$ cat config.mk
export PLATFORM = sky130hd
export DESIGN_NAME = alarm_bank
export DESIGN_NICKNAME = d
export VERILOG_FILES = /design/src/rtl/alarm_bank.sv
export SDC_FILE = /design/constraint.sdc
export NUM_CORES = 1
export LEC_CHECK = 0
export ABC_AREA = 1
export CELL_PAD_IN_SITES_DETAIL_PLACEMENT = 1
export CELL_PAD_IN_SITES_GLOBAL_PLACEMENT = 1
export CORE_MARGIN = 3
export CORE_UTILIZATION = 42
export DETAILED_ROUTE_END_ITERATION = 7
export GPL_TIMING_DRIVEN = 1
export PLACE_DENSITY = 0.8
export SLEW_MARGIN = 20
export SYNTH_ARGS = -nofsm -noshare
export SYNTH_HDL_FRONTEND = slang
export SYNTH_SLANG_ARGS = --single-unit
$ cat constraint.sdc
create_clock -name clk -period 1.8 [get_ports clk]
set_input_delay 0.27 -clock clk [delete_from_list [all_inputs] [get_ports clk]]
set_output_delay 0.27 -clock clk [all_outputs]
set_load 0.03 [all_outputs]
$ cat src/rtl/alarm_bank.sv
// alarm_bank: NCH-channel push-button alarm with Idle/Armed/Alerting FSMs.
// Optional macro ALARM_AUTOCLEAR_EN: Alerting clears after ALERT_TIMEOUT cycles.
module alarm_bank #(
    parameter int NCH           = 4,
    parameter int CW            = 5,
    parameter int DEB_CYCLES    = 4,
    parameter int ALERT_TIMEOUT = 255
) (
    input  logic              clk,
    input  logic              reset,
    input  logic [NCH-1:0]    btn_n,
    input  logic              arm_en,
    input  logic [CW-1:0]     delay,
    output logic [NCH-1:0]    press,
    output logic [2*NCH-1:0]  state,
    output logic [CW*NCH-1:0] count,
    output logic [NCH-1:0]    alert,
    output logic              any_alert
);

    typedef enum logic [1:0] {
        S_BAD   = 2'b00,
        S_IDLE  = 2'b01,
        S_ARMED = 2'b10,
        S_ALERT = 2'b11
    } st_t;

    localparam logic [15:0] DEB = 16'(DEB_CYCLES);

`ifdef ALARM_AUTOCLEAR_EN
    localparam int AW = (ALERT_TIMEOUT > 2) ? $clog2(ALERT_TIMEOUT) : 1;
    localparam logic [AW-1:0] ATO_LAST = AW'(ALERT_TIMEOUT - 1);
`endif

    logic [NCH-1:0] alert_d;

    for (genvar i = 0; i < NCH; i++) begin : g_ch
        logic          s1;
        logic          s2;
        logic [15:0]   rel;
        logic          pr;
        st_t           st_q;
        st_t           st_d;
        logic [CW-1:0] cnt_q;
        logic [CW-1:0] cnt_d;
        logic [CW-1:0] lim_q;
        logic [CW-1:0] lim_d;
`ifdef ALARM_AUTOCLEAR_EN
        logic [AW-1:0] ato_q;
        logic [AW-1:0] ato_d;
`endif

        // A press is accepted only after a full run of released cycles.
        assign pr = !s2 && (rel == DEB);

        // Synchronize the button and count released cycles up to DEB.
        always_ff @(posedge clk) begin
            if (reset) begin
                s1  <= 1'b1;
                s2  <= 1'b1;
                rel <= '0;
            end else begin
                s1 <= btn_n[i];
                s2 <= s1;
                if (pr)
                    rel <= '0;
                else if (s2 && rel != DEB)
                    rel <= rel + 16'd1;
            end
        end

        // Next state: cancel/acknowledge beat expiry; 00 recovers to Idle.
        always_comb begin
            st_d  = st_q;
            cnt_d = cnt_q;
            lim_d = lim_q;
`ifdef ALARM_AUTOCLEAR_EN
            ato_d = ato_q;
`endif
            case (st_q)
                S_IDLE: begin
                    if (pr && arm_en) begin
                        st_d  = S_ARMED;
                        cnt_d = '0;
                        lim_d = delay;
                    end
                end
                S_ARMED: begin
                    if (pr) begin
                        st_d = S_IDLE;
                    end else if (cnt_q == lim_q) begin
                        st_d = S_ALERT;
`ifdef ALARM_AUTOCLEAR_EN
                        ato_d = '0;
`endif
                    end else begin
                        cnt_d = cnt_q + CW'(1);
                    end
                end
                S_ALERT: begin
                    if (pr) begin
                        st_d  = S_IDLE;
                        cnt_d = '0;
`ifdef ALARM_AUTOCLEAR_EN
                    end else if (ato_q == ATO_LAST) begin
                        st_d  = S_IDLE;
                        cnt_d = '0;
                    end else begin
                        ato_d = ato_q + AW'(1);
`endif
                    end
                end
                default: st_d = S_IDLE;
            endcase
        end

        // Per-channel state, counter and latched delay limit.
        always_ff @(posedge clk) begin
            if (reset) begin
                st_q  <= S_IDLE;
                cnt_q <= '0;
                lim_q <= '0;
`ifdef ALARM_AUTOCLEAR_EN
                ato_q <= '0;
`endif
            end else begin
                st_q  <= st_d;
                cnt_q <= cnt_d;
                lim_q <= lim_d;
`ifdef ALARM_AUTOCLEAR_EN
                ato_q <= ato_d;
`endif
            end
        end

        assign alert_d[i]           = (st_d == S_ALERT);
        assign press[i]             = pr;
        assign state[2*i +: 2]      = st_q;
        assign count[CW*i +: CW]    = cnt_q;
    end

    // Alert flags are registered from the next state so they track state.
    always_ff @(posedge clk) begin
        if (reset) begin
            alert     <= '0;
            any_alert <= 1'b0;
        end else begin
            alert     <= alert_d;
            any_alert <= |alert_d;
        end
    end

endmodule

==> impl_metrics.ini <==
[timing]
fin_crit_sh = 1.07
slew_violations = 0
hold_viol = 0
relSlewSlack = 0.711
fmax_ghz = 0.519
report.final.setup_viol = 10
tightest_slew_ns = 0.432
fin_setup_tns_ns = -0.472
clock_skew_ns = 0.00689
setup_ws_ns = -0.125
min_period_ns = 1.93
rsz0062_at_grt = yes

[yosys]
synth_compound_area_frac = 0.121
synth.avg_cell_area_um2 = 6.81
synth-xor-area-share = 0.0487
synth_seq_cells = 125
synth_mux_area_frac = 0
synth-simple-area-share = 0.339
synth_top_area_frac = 0.376
synthTopCellsByArea = dfxtp_1, nand2_1, inv_1, a21oi_1, nor2_1
synth_nets = 1001
synth.distinct_cells = 41
ys_seq_area_frac = 0.376
yosysWarnings = 0
synth_cells = 977
synth_top_family_by_area = simple AND/OR/NAND/NOR gates
netlist_area_um2 = 6660
synth_fa_ha_area_frac = 0.0226
synth_top_area_cell = dfxtp_1

[worst_setup_path]
cp_slowest_cell = dfxtp_2
startpoint_type = flop
critPathMaxStageDelay_ns = 0.34
critPathBufInv = 2
cp_max_fo = 4
critical_path.top_delay_family = simple AND/OR/NAND/NOR gates
critPathArrivalTime_ns = 2.22
timing_worst_setup_path_type = flop to flop
crit_required_ns = 2.10
end_kind = flop
worstPathCellList = inv_4 -> ha_4 -> buf_4 -> nand3_2 -> nor2_4 -> nand3_4 -> o21ai_4 -> nand3_2 -> nand2_1 -> nand2_1 -> nor2_1 -> nor2_1

[power_and_ir_drop]
p_per_area_nw_per_um2 = 814
peakVddDrop_mv = 0.679
p_int_mw = 5.74
pwr-share-seq = 0.380
clkPwrFrac = 0.526
leakagePower_nw = 3.89
p_total_mw = 7.53
switching_power_mw = 1.79
p_comb_frac = 0.094
switching_share = 0.238

[global_route]
grt-ovfl-total = 0
grt_max_degree = 34
grt_pass1_wl_um = 36200
grt_antenna_before_repair = 0
grt_pass1_vias = 7340
grtUsageTotal = 0.253

[status]
status = finished with violations
violations = negative setup slack

[clocking]
cts_hold_buf = 0
root_buffer = clkbuf_16
cts_tree = done
cts_buffer_depth = 2
cts_inserted_buffers = 17
clock-sinks = 125
h-tree-depth = 4
insertion_delay_ns = 0.42
cts.reportedPaths.clkPinSlew_ns = 0.06

[finish]
layoutNonFillerInstCount = 1350
syn_to_final_growth_pct = 38.9
drive_above_1_share = 0.262
num-fill-cells = 1974
n_antenna_cell = 0
multi_input_area_um2 = 3970
regArea_um2 = 2540
fin_nets = 1150

[placed_design]
gp_congestion = 0.834
numPortBuffers = 48
hpwl_um = 14800
place_inst = 1278
dp_slack_ns = -0.0280

[floorplan]
io_pins = 49
fp.dieW_um = 132
initial_core_util = 0.433
rows = 45
dieArea_um2 = 17400
die_height_um = 132
coreArea_um2 = 15400

[detailed_routing]
vias_per_cell = 5.32
vias = 7180
wire_per_inst_um = 17.5
wl_um = 23600
drc = 0
ant_nets = 0
dr.pass1.iters = 5
drt_iter0_markers = 413

[run]
maxCapViolations = 0

[hold_path]
hp-class = flop to flop
## through the flow
step | hold WS, ns | utilization | area (µm²)
final | 0.413 | 0.602 | 9250
after global placement | 0.393 | 0.505 | 7760
after floorplan | 0.374 | - | 6660
after detailed placement | 0.397 | 0.505 | 7760
after global routing | 0.409 | 0.602 | 9250
after CTS | 0.414 | 0.568 | 8720
## registers in the layout (all words and copies together) (netlist names)
register,count
alert,4
g_ch.s2,4
g_ch.st_q,8
g_ch.lim_q,20
g_ch.rel,64
g_ch.cnt_q,20
g_ch.s1,4
any_alert,1
## cells in the final DEF (no fill, tap or decap), types with 18 or more instances in the layout
cell type,n
a21oi_1,91
buf_4,91
dfxtp_1,101
dfxtp_2,20
dlygate4sd2_1,27
inv_1,104
inv_2,26
nand2_1,193
nand3_1,51
nand4_1,33
nor2_1,94
nor2_2,18
o21ai_0,42
xor2_1,30
## per-layer routing
layer / global-route usage / wire (µm) / up-vias
li1: - / - / 3463
met1: 0.321 / 10600 / 3522
met2: 0.440 / 11800 / 156
met3: 0.0439 / 808 / 39
met4: 0.0782 / 465 / 0
met5: 0 / 0 / -
## power by group through the flow
stage / Sequential (mW) / Clock (mW) / Combinational [mW]
floorplan: 2.91 / 0 / 0.252
global placement: 2.91 / 0 / 0.449
detailed placement: 2.91 / 0 / 0.463
CTS: 2.86 / 3.99 / 0.591
global route: 2.87 / 4.13 / 0.772
finish: 2.86 / 3.96 / 0.710
## final timing paths
path	from	to	slack (ns)	cells past startpoint
max	g_ch[3].rel[0]$_SDFFE_PP0P_	any_alert$_SDFF_PP0_	-0.13	12
min	g_ch[0].s1$_SDFF_PP1_	g_ch[0].s2$_SDFF_PP1_	0.41	1
max reg2reg	g_ch[3].rel[0]$_SDFFE_PP0P_	any_alert$_SDFF_PP0_	-0.13	12
min reg2reg	g_ch[0].s1$_SDFF_PP1_	g_ch[0].s2$_SDFF_PP1_	0.41	1
## synth_stat cells, drive strengths merged
master,number
a211oi,2
a21boi,1
a21oi,93
and3,2
buf,11
clkbuf,9
clkinv,2
dfxtp,125
ha,12
inv,137
nand2,212
nand3,69
nand3b,3
nand4,35
nor2,126
nor3,17
nor3b,5
nor4,8
o211ai,2
o21ai,54
o21bai,1
or2,14
xnor2,7
xor2,30
## area by class of cell
class	instances	share of cell area
Multi-Input combinational cell	693	0.429
Sequential cell	125	0.275
Timing Repair Buffer	150	0.136
Inverter	139	0.0583
Clock buffer	17	0.0460
Tap cell	211	0.0286
Clock inverter	15	0.0265
## kinds of logic (layout without fill, tap and decap cells)
family	after synthesis	after routing
and+or+nand+nor	491	491
buffers and inverters	159	321
AOI/OAI and AO/OA	153	153
DFF	125	125
xor gates and xnor gates	37	37
adders and majority gates	12	12
## worst reg2reg max path: cells and delay by family (launching register included)
| family | cells | cell delay, ns |
|---|---|---|
| buffers and inverters | 2 | 0.19 |
| DFF | 1 | 0.34 |
| and+or+nand+nor | 8 | 0.88 |
| AOI/OAI and AO/OA | 1 | 0.24 |
| adders and majority gates | 1 | 0.15 |
## repair_timing
action                     in CTS  in global routing
setup endpoints to repair      42                 72
pin swaps                      15                 42
gates resized for setup        93                111
buffers inserted               22                 20
cloned                          0                  0
No activity file was read; power rests on OpenSTA's default activity.
